**src/rtl/fifo_write_arbiter.sv**
```systemverilog
// Round-robin write arbiter: grants one producer at a time a burst of up to
// MAX_BURST words into a shared FIFO, stalling on fifo_full.
module fifo_write_arbiter #(
  parameter int NUM_REQ    = 4,
  parameter int DATA_WIDTH = 8,
  parameter int MAX_BURST  = 4
) (
  input  logic                          clk,
  input  logic                          rstn,
  input  logic [NUM_REQ-1:0]            req,
  input  logic [NUM_REQ*DATA_WIDTH-1:0] req_data,
  output logic [NUM_REQ-1:0]            gnt,
  input  logic                          fifo_full,
  output logic                          fifo_write_enable,
  output logic [DATA_WIDTH-1:0]         fifo_write_data,
  output logic [$clog2(NUM_REQ)-1:0]    owner,
  output logic                          busy
);

  localparam int IDX_W = $clog2(NUM_REQ);
  localparam int CNT_W = $clog2(MAX_BURST + 1);

  typedef enum logic {IDLE = 1'b0, BURST = 1'b1} state_t;

  state_t             state_p0, state_nxt;
  logic [IDX_W-1:0]   owner_p0;
  logic [IDX_W-1:0]   rr_ptr_p0;
  logic [CNT_W-1:0]   burst_cnt_p0;

  logic owner_req;
  logic in_burst;
  logic xfer;
  logic last_word;
  logic burst_exit;
  logic arb;

  // First requester at or after ptr, wrapping modulo NUM_REQ.
  function automatic logic [IDX_W-1:0] rr_pick(input logic [NUM_REQ-1:0] r,
                                               input logic [IDX_W-1:0]   ptr);
    logic [IDX_W-1:0] sel;
    logic             found;
    int               idx;
    sel   = ptr;
    found = 1'b0;
    for (int k = 0; k < NUM_REQ; k++) begin
      idx = (int'(ptr) + k) % NUM_REQ;
      if (!found && r[idx]) begin
        sel   = IDX_W'(idx);
        found = 1'b1;
      end
    end
    return sel;
  endfunction

  function automatic logic [IDX_W-1:0] next_idx(input logic [IDX_W-1:0] i);
    return (i == IDX_W'(NUM_REQ - 1)) ? '0 : i + 1'b1;
  endfunction

  assign owner_req  = req[owner_p0];
  assign in_burst   = (state_p0 == BURST);
  assign xfer       = in_burst && owner_req && !fifo_full && !rstn;
  assign last_word  = (burst_cnt_p0 == CNT_W'(MAX_BURST - 1));
  assign burst_exit = in_burst && (!owner_req || (xfer && last_word));
  assign arb        = (state_p0 == IDLE) && (|req);

  always_ff @(posedge clk) begin
    if (rstn) state_p0 <= IDLE;
    else      state_p0 <= state_nxt;
  end

  always_comb begin
    state_nxt = state_p0;
    case (state_p0)
      IDLE:    if (|req) state_nxt = BURST;
      BURST:   if (burst_exit) state_nxt = IDLE;
      default: state_nxt = IDLE;
    endcase
  end

  // Burst bookkeeping: owner latches only on IDLE->BURST, pointer moves past it on exit.
  always_ff @(posedge clk) begin
    if (rstn) begin
      owner_p0     <= '0;
      rr_ptr_p0    <= '0;
      burst_cnt_p0 <= '0;
    end else begin
      if (arb) begin
        owner_p0     <= rr_pick(req, rr_ptr_p0);
        burst_cnt_p0 <= '0;
      end
      if (xfer)       burst_cnt_p0 <= burst_cnt_p0 + 1'b1;
      if (burst_exit) rr_ptr_p0    <= next_idx(owner_p0);
    end
  end

  always_comb begin
    gnt               = '0;
    fifo_write_enable = 1'b0;
    fifo_write_data   = '0;
    busy              = in_burst && !rstn;
    owner             = rstn ? '0 : owner_p0;
    if (xfer) begin
      gnt               = NUM_REQ'(1) << owner_p0;
      fifo_write_enable = 1'b1;
      fifo_write_data   = req_data[owner_p0*DATA_WIDTH +: DATA_WIDTH];
    end
  end

endmodule

```
**config.mk**
```make
export PLATFORM = sky130hd
export DESIGN_NAME = fifo_write_arbiter
export DESIGN_NICKNAME = d
export VERILOG_FILES = /design/src/rtl/fifo_write_arbiter.sv
export SDC_FILE = /design/constraint.sdc
export NUM_CORES = 1
export LEC_CHECK = 0
export BUFFER_PORTS_ARGS = -buffer_cell sky130_fd_sc_hd__buf_2
export CORE_UTILIZATION = 43
export DETAILED_ROUTE_END_ITERATION = 12
export GPL_TIMING_DRIVEN = 1
export HOLD_SLACK_MARGIN = 0.02
export PLACE_DENSITY_LB_ADDON = 0.15
export SKIP_CTS_REPAIR_TIMING = 1
export SYNTH_ARGS = -nofsm -noshare
export SYNTH_HDL_FRONTEND = slang
export SYNTH_SLANG_ARGS = --single-unit
export TNS_END_PERCENT = 10
```
**constraint.sdc**
```tcl
create_clock -name clk -period 2.35 [get_ports clk]
set_input_delay 0.47 -clock clk [delete_from_list [all_inputs] [get_ports clk]]
set_output_delay 0.47 -clock clk [all_outputs]
set_load 0.01 [all_outputs]
```
==> results.json, run 1 <==
{
  "rsz0062_at_grt": "false",
  "synth_edf_count": 0,
  "die_x_um": 48.4,
  "fin_crit_ns": 2.21,
  "synth_seq_cells": 8,
  "synth_nets": 143,
  "grt_usage_pct": 22.1,
  "slew_headroom_pct": 75.1,
  "synth.largest_area_cell": "mux4_2",
  "first_iter_violations": 20,
  "yosys_warnings": 0,
  "whs_ns": 0.483,
  "path_max_fanout": 7,
  "worstSkewPairLatency_ns": 0.26,
  "min_path_cells": 1,
  "worst_pin_slew_ns": 0.374,
  "ioPinCount": 55,
  "post-place-ws_ns": 0.244,
  "fill_cells": 184,
  "core_mm2": 0.00200,
  "grt_first_pass_wirelength_um": 4100,
  "initial_utilization_pct": 46.3,
  "gp_congestion": 0.751,
  "cts_tree": "built",
  "ys_top_cells_by_area": "mux4_2, dfxtp_1, and3_1",
  "grt_pass1_vias": 970,
  "finalSetupViolCount": 0,
  "p_leak_nw": 0.636,
  "dp_cells": 174,
  "vias": 978,
  "power_mw": 0.455,
  "synth_most_common_cell": "and3_1",
  "antenna_found_initial": 0,
  "crit_chain": "buf_4 > mux4_2 > and3_1 > buf_2",
  "cts_made_buffers": 3,
  "async_reset_ff_share_pct": 0,
  "overflow": 0,
  "clk_pin_slew_ns": 0.05,
  "rows": 16,
  "clock_path_buffers": 2,
  "synthTopCellsByCount": "and3_1, mux4_2, dfxtp_1",
  "synth_top_area_share_pct": 21.9,
  "finalSetupTns_ns": 0,
  "cts_num_sinks": 8,
  "io_buffers": 54,
  "nets": 198,
  "path_class": "reg -> out",
  "crit_slowest_cell": "mux4_2",
  "cts.htree.levels": 1,
  "r2r_cells": 5,
  "status": "completed",
  "root_buffer": "clkbuf_4",
  "cp-end-kind": "output port",
  "wl_per_cell_um": 14.3,
  "area_growth_pct": 36.4,
  "synth.avg_cell_area_um2": 9.46,
  "hpwl_um": 1850,
  "vias_per_cell": 5.49,
  "finalCritPeriodShare_pct": 93.9,
  "drt_pass1_iterations": 4,
  "multi_input_area_um2": 724,
  "syn-cell-area_um2": 927,
  "final_cells": 178,
  "synth_seq_area_share_pct": 17.3,
  "powerDensity_mw_per_mm2": 359,
  "crit_required_ns": 1.88,
  "dieHeight_um": 48.4,
  "dieArea_mm2": 0.00235,
  "arrival_ns": 1.74,
  "synth_ff_type": "dfxtp_1",
  "ys_types": 35,
  "slowest_delay_ns": 0.50,
  "diodes": 0,
  "routed_wl_um": 2540,
  "drv_cap": 0,
  "drive_above_1_share_pct": 51.7,
  "regArea_um2": 161,
  "vdd_drop_max_mv": 0.365,
  "drc": 0,
  "ant_nets": 0,
  "drv_slew": 0,
  "syn_inst": 98,
  "final.setup.worst_slack_ns": 0.143,
  "hold_class": "reg -> reg",
  "crit_path_start_kind": "flip-flop",
  "fin_worst_skew_ns": 0.00410,
  "fmax_mhz": 453,
  "final-hold-violation-count": 0,
  "grt_start_max_net_pins": 15
}
[cell usage in the layout, fill, tap and decap left out]
cell,count
o31ai_1,1
and2_1,1
o41ai_1,1
dfxtp_1,7
a21oi_1,4
a31oi_1,1
nor3_1,1
nand2_1,5
nor3b_2,2
mux2i_1,3
nor4_1,1
ha_1,6
buf_4,4
nand3_1,1
or2_1,1
nor2b_1,6
buf_2,54
inv_2,1
mux2_4,1
o22ai_1,1
nand4b_1,3
and3_1,12
dfxtp_2,1
mux4_2,10
o21ai_1,2
o221ai_1,1
a311oi_4,1
o32ai_1,1
o21ai_0,1
inv_1,5
nor4bb_1,1
nor2_1,4
clkbuf_4,3
mux2_1,1
and3_4,1
nand2b_1,2
[worst max-delay path, delay by kind of cell, from the launching register on]
| family | cells | cell delay [ns] |
|---|---|---|
| multiplexers | 1 | 0.50 |
| flip-flops | 1 | 0.43 |
| buffers and inverters | 2 | 0.35 |
| AND/OR/NAND/NOR | 1 | 0.20 |
[per-layer routing]
layer / global-route usage, % / vias up / part of all wire [%]
li1: - / 477 / -
met1: 25.0 / 455 / 41
met2: 38.5 / 38 / 49
met3: 7.23 / 8 / 7.2
met4: 8.33 / 0 / 2.7
met5: 0 / - / 0
[cell type report]
type | instances | share of cell area, %
multi-input cells | 76 | 57.3
well taps | 27 | 2.67
repair buffers | 58 | 23.7
flip-flops and latches | 8 | 12.8
inverters | 6 | 1.78
clock buffers | 3 | 1.78
[kinds of logic after synthesis]
group	share of synthesized area, %
AND/OR/NAND/NOR	28.1
multiplexers	27.9
AO/OA/AOI/OAI	11.6
adder cells (fa/ha/maj)	8.10
flip-flops	17.3
buffers and inverters	7.02
[path summary, 6_finish.rpt]
kind	startpoint	end	slack [ns]
hold / removal	burst_cnt_p0[0]	burst_cnt_p0[0]	0.48
setup reg to reg	burst_cnt_p0[0]	rr_ptr_p0[0]	0.69
hold reg to reg	burst_cnt_p0[0]	burst_cnt_p0[0]	0.48
setup / recovery	owner_p0[0]	fifo_write_data[5]	0.14
[state kept, by name, summed over array words and instances, names as in the netlist]
name,count
burst_cnt_p0,3
in_burst,1
owner_p0,2
rr_ptr_p0,2
[metrics by stage]
step	instance area, um2	util (%)
final	1260	63.2
after global placement	1220	60.9
after global routing	1260	63.2
after floorplan	927	-
after CTS	1240	62.0
after detailed placement	1220	60.9
[where the power goes]
group	switching (mW)	leakage [nW]	internal (mW)
Sequential	0.0174	0.0657	0.145
Combinational	0.0813	0.557	0.104
Clock	0.0485	0.0138	0.0585
(Power assumes the default switching activity.)
==> inputs of run 2 (changes only) <==
- ABC_AREA: default -> 1
- CORE_UTILIZATION: 43 -> 45
- clock period: 2.35 -> 2.04 ns (I/O delays scaled with it)
==> results.json, run 2 <==
{
  "combPwrFrac_pct": 66.5,
  "grtUsageMet1_pct": 29.2,
  "fin_crit_ns": 1.87,
  "clock_path_buffers": 2,
  "syn-cell-area_mm2": 0.00105,
  "grt_start_max_net_pins": 19,
  "gp_congestion": 0.802,
  "nets": 287,
  "synth.avg_cell_area_um2": 5.59,
  "clk_pin_slew_ns": 0.05,
  "wl_per_cell_um": 10.4,
  "diodes": 0,
  "crit_required_ns": 1.63,
  "drv_slew": 0,
  "cp-end-kind": "output port",
  "worst_pin_slew_ns": 0.385,
  "switching_power_mw": 0.547,
  "p_int_mw": 0.518,
  "p_leak_nw": 0.774,
  "syn_inst": 187,
  "whs_ns": 0.446,
  "synth_edf_count": 0,
  "top_register": "burst_cnt_p0",
  "synth_top_area_share_pct": 15.4,
  "grt_pass1_vias": 1097,
  "cts_made_buffers": 3,
  "drc": 0,
  "dieArea_mm2": 0.00252,
  "final_cell_mix": "buf_2, nand2_1, nor2_1, o21ai_0",
  "rsz0062_at_grt": "false",
  "vias": 1326,
  "grtUsageMet2_pct": 38.4,
  "ys_types": 23,
  "yosys_warnings": 0,
  "swShare_pct": 51.4,
  "status": "completed",
  "dp_cells": 264,
  "io_buffers": 54,
  "slew_headroom_pct": 74.3,
  "finalCritPeriodShare_pct": 91.5,
  "path_class": "reg -> out",
  "cts_num_sinks": 8,
  "cts_tree": "built",
  "routed_wl_um": 2790,
  "largestRegisters": "burst_cnt_p0 x3, owner_p0 x2, rr_ptr_p0 x2",
  "synth.largest_area_cell": "nand2_1",
  "grt_usage_pct": 23.0,
  "arrival_ns": 1.46,
  "drv_cap": 0,
  "crit_path_start_kind": "flip-flop",
  "synth_ff_type": "dfxtp_1",
  "fin_worst_skew_ns": 0.000750,
  "core_mm2": 0.00219,
  "synthTopCellsByCount": "nand2_1, nor2_1, o21ai_0",
  "p_clk_share_pct": 10.9,
  "ioPinCount": 55,
  "dieHeight_um": 50.2,
  "ant_nets": 0,
  "synth_most_common_cell": "nand2_1",
  "area_growth_pct": 30.3,
  "cts.htree.levels": 1,
  "grt_first_pass_wirelength_um": 4620,
  "synth_nets": 232,
  "root_buffer": "clkbuf_4",
  "drt_pass1_iterations": 4,
  "final-hold-violation-count": 0,
  "powerDensity_mw_per_mm2": 781,
  "antenna_found_initial": 0,
  "final_common_cell": "buf_2",
  "synth_seq_area_share_pct": 15.3,
  "vias_per_cell": 4.95,
  "worstSkewPairLatency_ns": 0.25,
  "path_max_fanout": 8,
  "hold_class": "in -> reg",
  "final_cells": 268,
  "finalSetupViolCount": 0,
  "met3_usage_pct": 5.15,
  "async_reset_ff_share_pct": 0,
  "die_x_um": 50.2,
  "rows": 17,
  "drive_above_1_share_pct": 32.9,
  "top_usage_layer": "met2",
  "overflow": 0,
  "vdd_drop_max_mv": 0.487,
  "largest_reg_flops": 3,
  "ys_top_cells_by_area": "nand2_1, dfxtp_1, nor2_1",
  "hpwl_um": 2150,
  "synth_seq_cells": 8,
  "fmax_mhz": 535,
  "initial_utilization_pct": 47.7,
  "p_seq_share_pct": 22.7,
  "first_iter_violations": 29
}
[run 2: cell count changes after synthesis, sizes merged, moves of 6 or more]
| cell | delta |
|---|---|
| a21oi | +11 |
| and3 | -13 |
| inv | +13 |
| mux4 | -9 |
| nand2 | +45 |
| nand3 | +13 |
| nor2 | +39 |
| nor2b | -6 |
| o21ai | +16 |
[run 2: kinds of logic (layout without fill, tap and decap cells)]
group,after synthesis,in the layout,share of synthesized area [%]
fa+ha+maj,6,6,7.18
simple gates,110,111,47.0
flops,8,8,15.3
compound gates,35,35,17.0
buf+inv,28,80,13.5
[run 2: cell type report]
cell class / count / area, um2
Timing Repair Buffer: 58 / 300
Tap cell: 28 / 35.0
Clock buffer: 3 / 22.5
Sequential cell: 8 / 163
Inverter: 19 / 76.3
Multi-Input combinational cell: 152 / 766
Fill cell: 216 / 828
[run 2: worst paths after layout]
| kind | depth (start not counted) | end | start | slack, ns |
|---|---|---|---|---|
| max | 6 | gnt[3] | owner_p0[0] | 0.17 |
| min | 2 | burst_cnt_p0[1] | rstn | 0.45 |
| max reg2reg | 11 | owner_p0[0] | rr_ptr_p0[0] | 0.52 |
| min reg2reg | 1 | burst_cnt_p0[0] | burst_cnt_p0[0] | 0.46 |
[run 2: stage by stage]
stage	setup TNS, ns	util, %	worst slack, ns	power, mW	instance area (um2)
floorplan	0	-	0.315	0.770	1050
global placement	0	60.1	0.220	0.927	1320
detailed placement	0	60.1	0.176	0.928	1320
CTS	-0.243	61.1	-0.0424	1.05	1340
global route	0	62.2	0.0153	1.19	1360
finish	0	62.2	0.172	1.06	1360
[run 2: power groups by stage]
| stage | registers, mW | logic [mW] | clock network (mW) |
|---|---|---|---|
| floorplan | 0.205 | 0.565 | 0 |
| global placement | 0.240 | 0.687 | 0 |
| detailed placement | 0.240 | 0.687 | 0 |
| CTS | 0.237 | 0.690 | 0.119 |
| global route | 0.247 | 0.816 | 0.124 |
| finish | 0.241 | 0.708 | 0.116 |
[run 2: critical path: stages, from the launching register on]
cell and delay (ns):
dfxtp_2 0.36, inv_2 0.12, nand2_1 0.06, nand3_1 0.17
nand4_2 0.23, nor2_1 0.14, buf_2 0.14
[run 2: layer usage]
metal,part of all wire (%),wire length (um)
met1,48,1340
met2,44,1240
met3,6.3,176
met4,1.1,30
met5,0,0
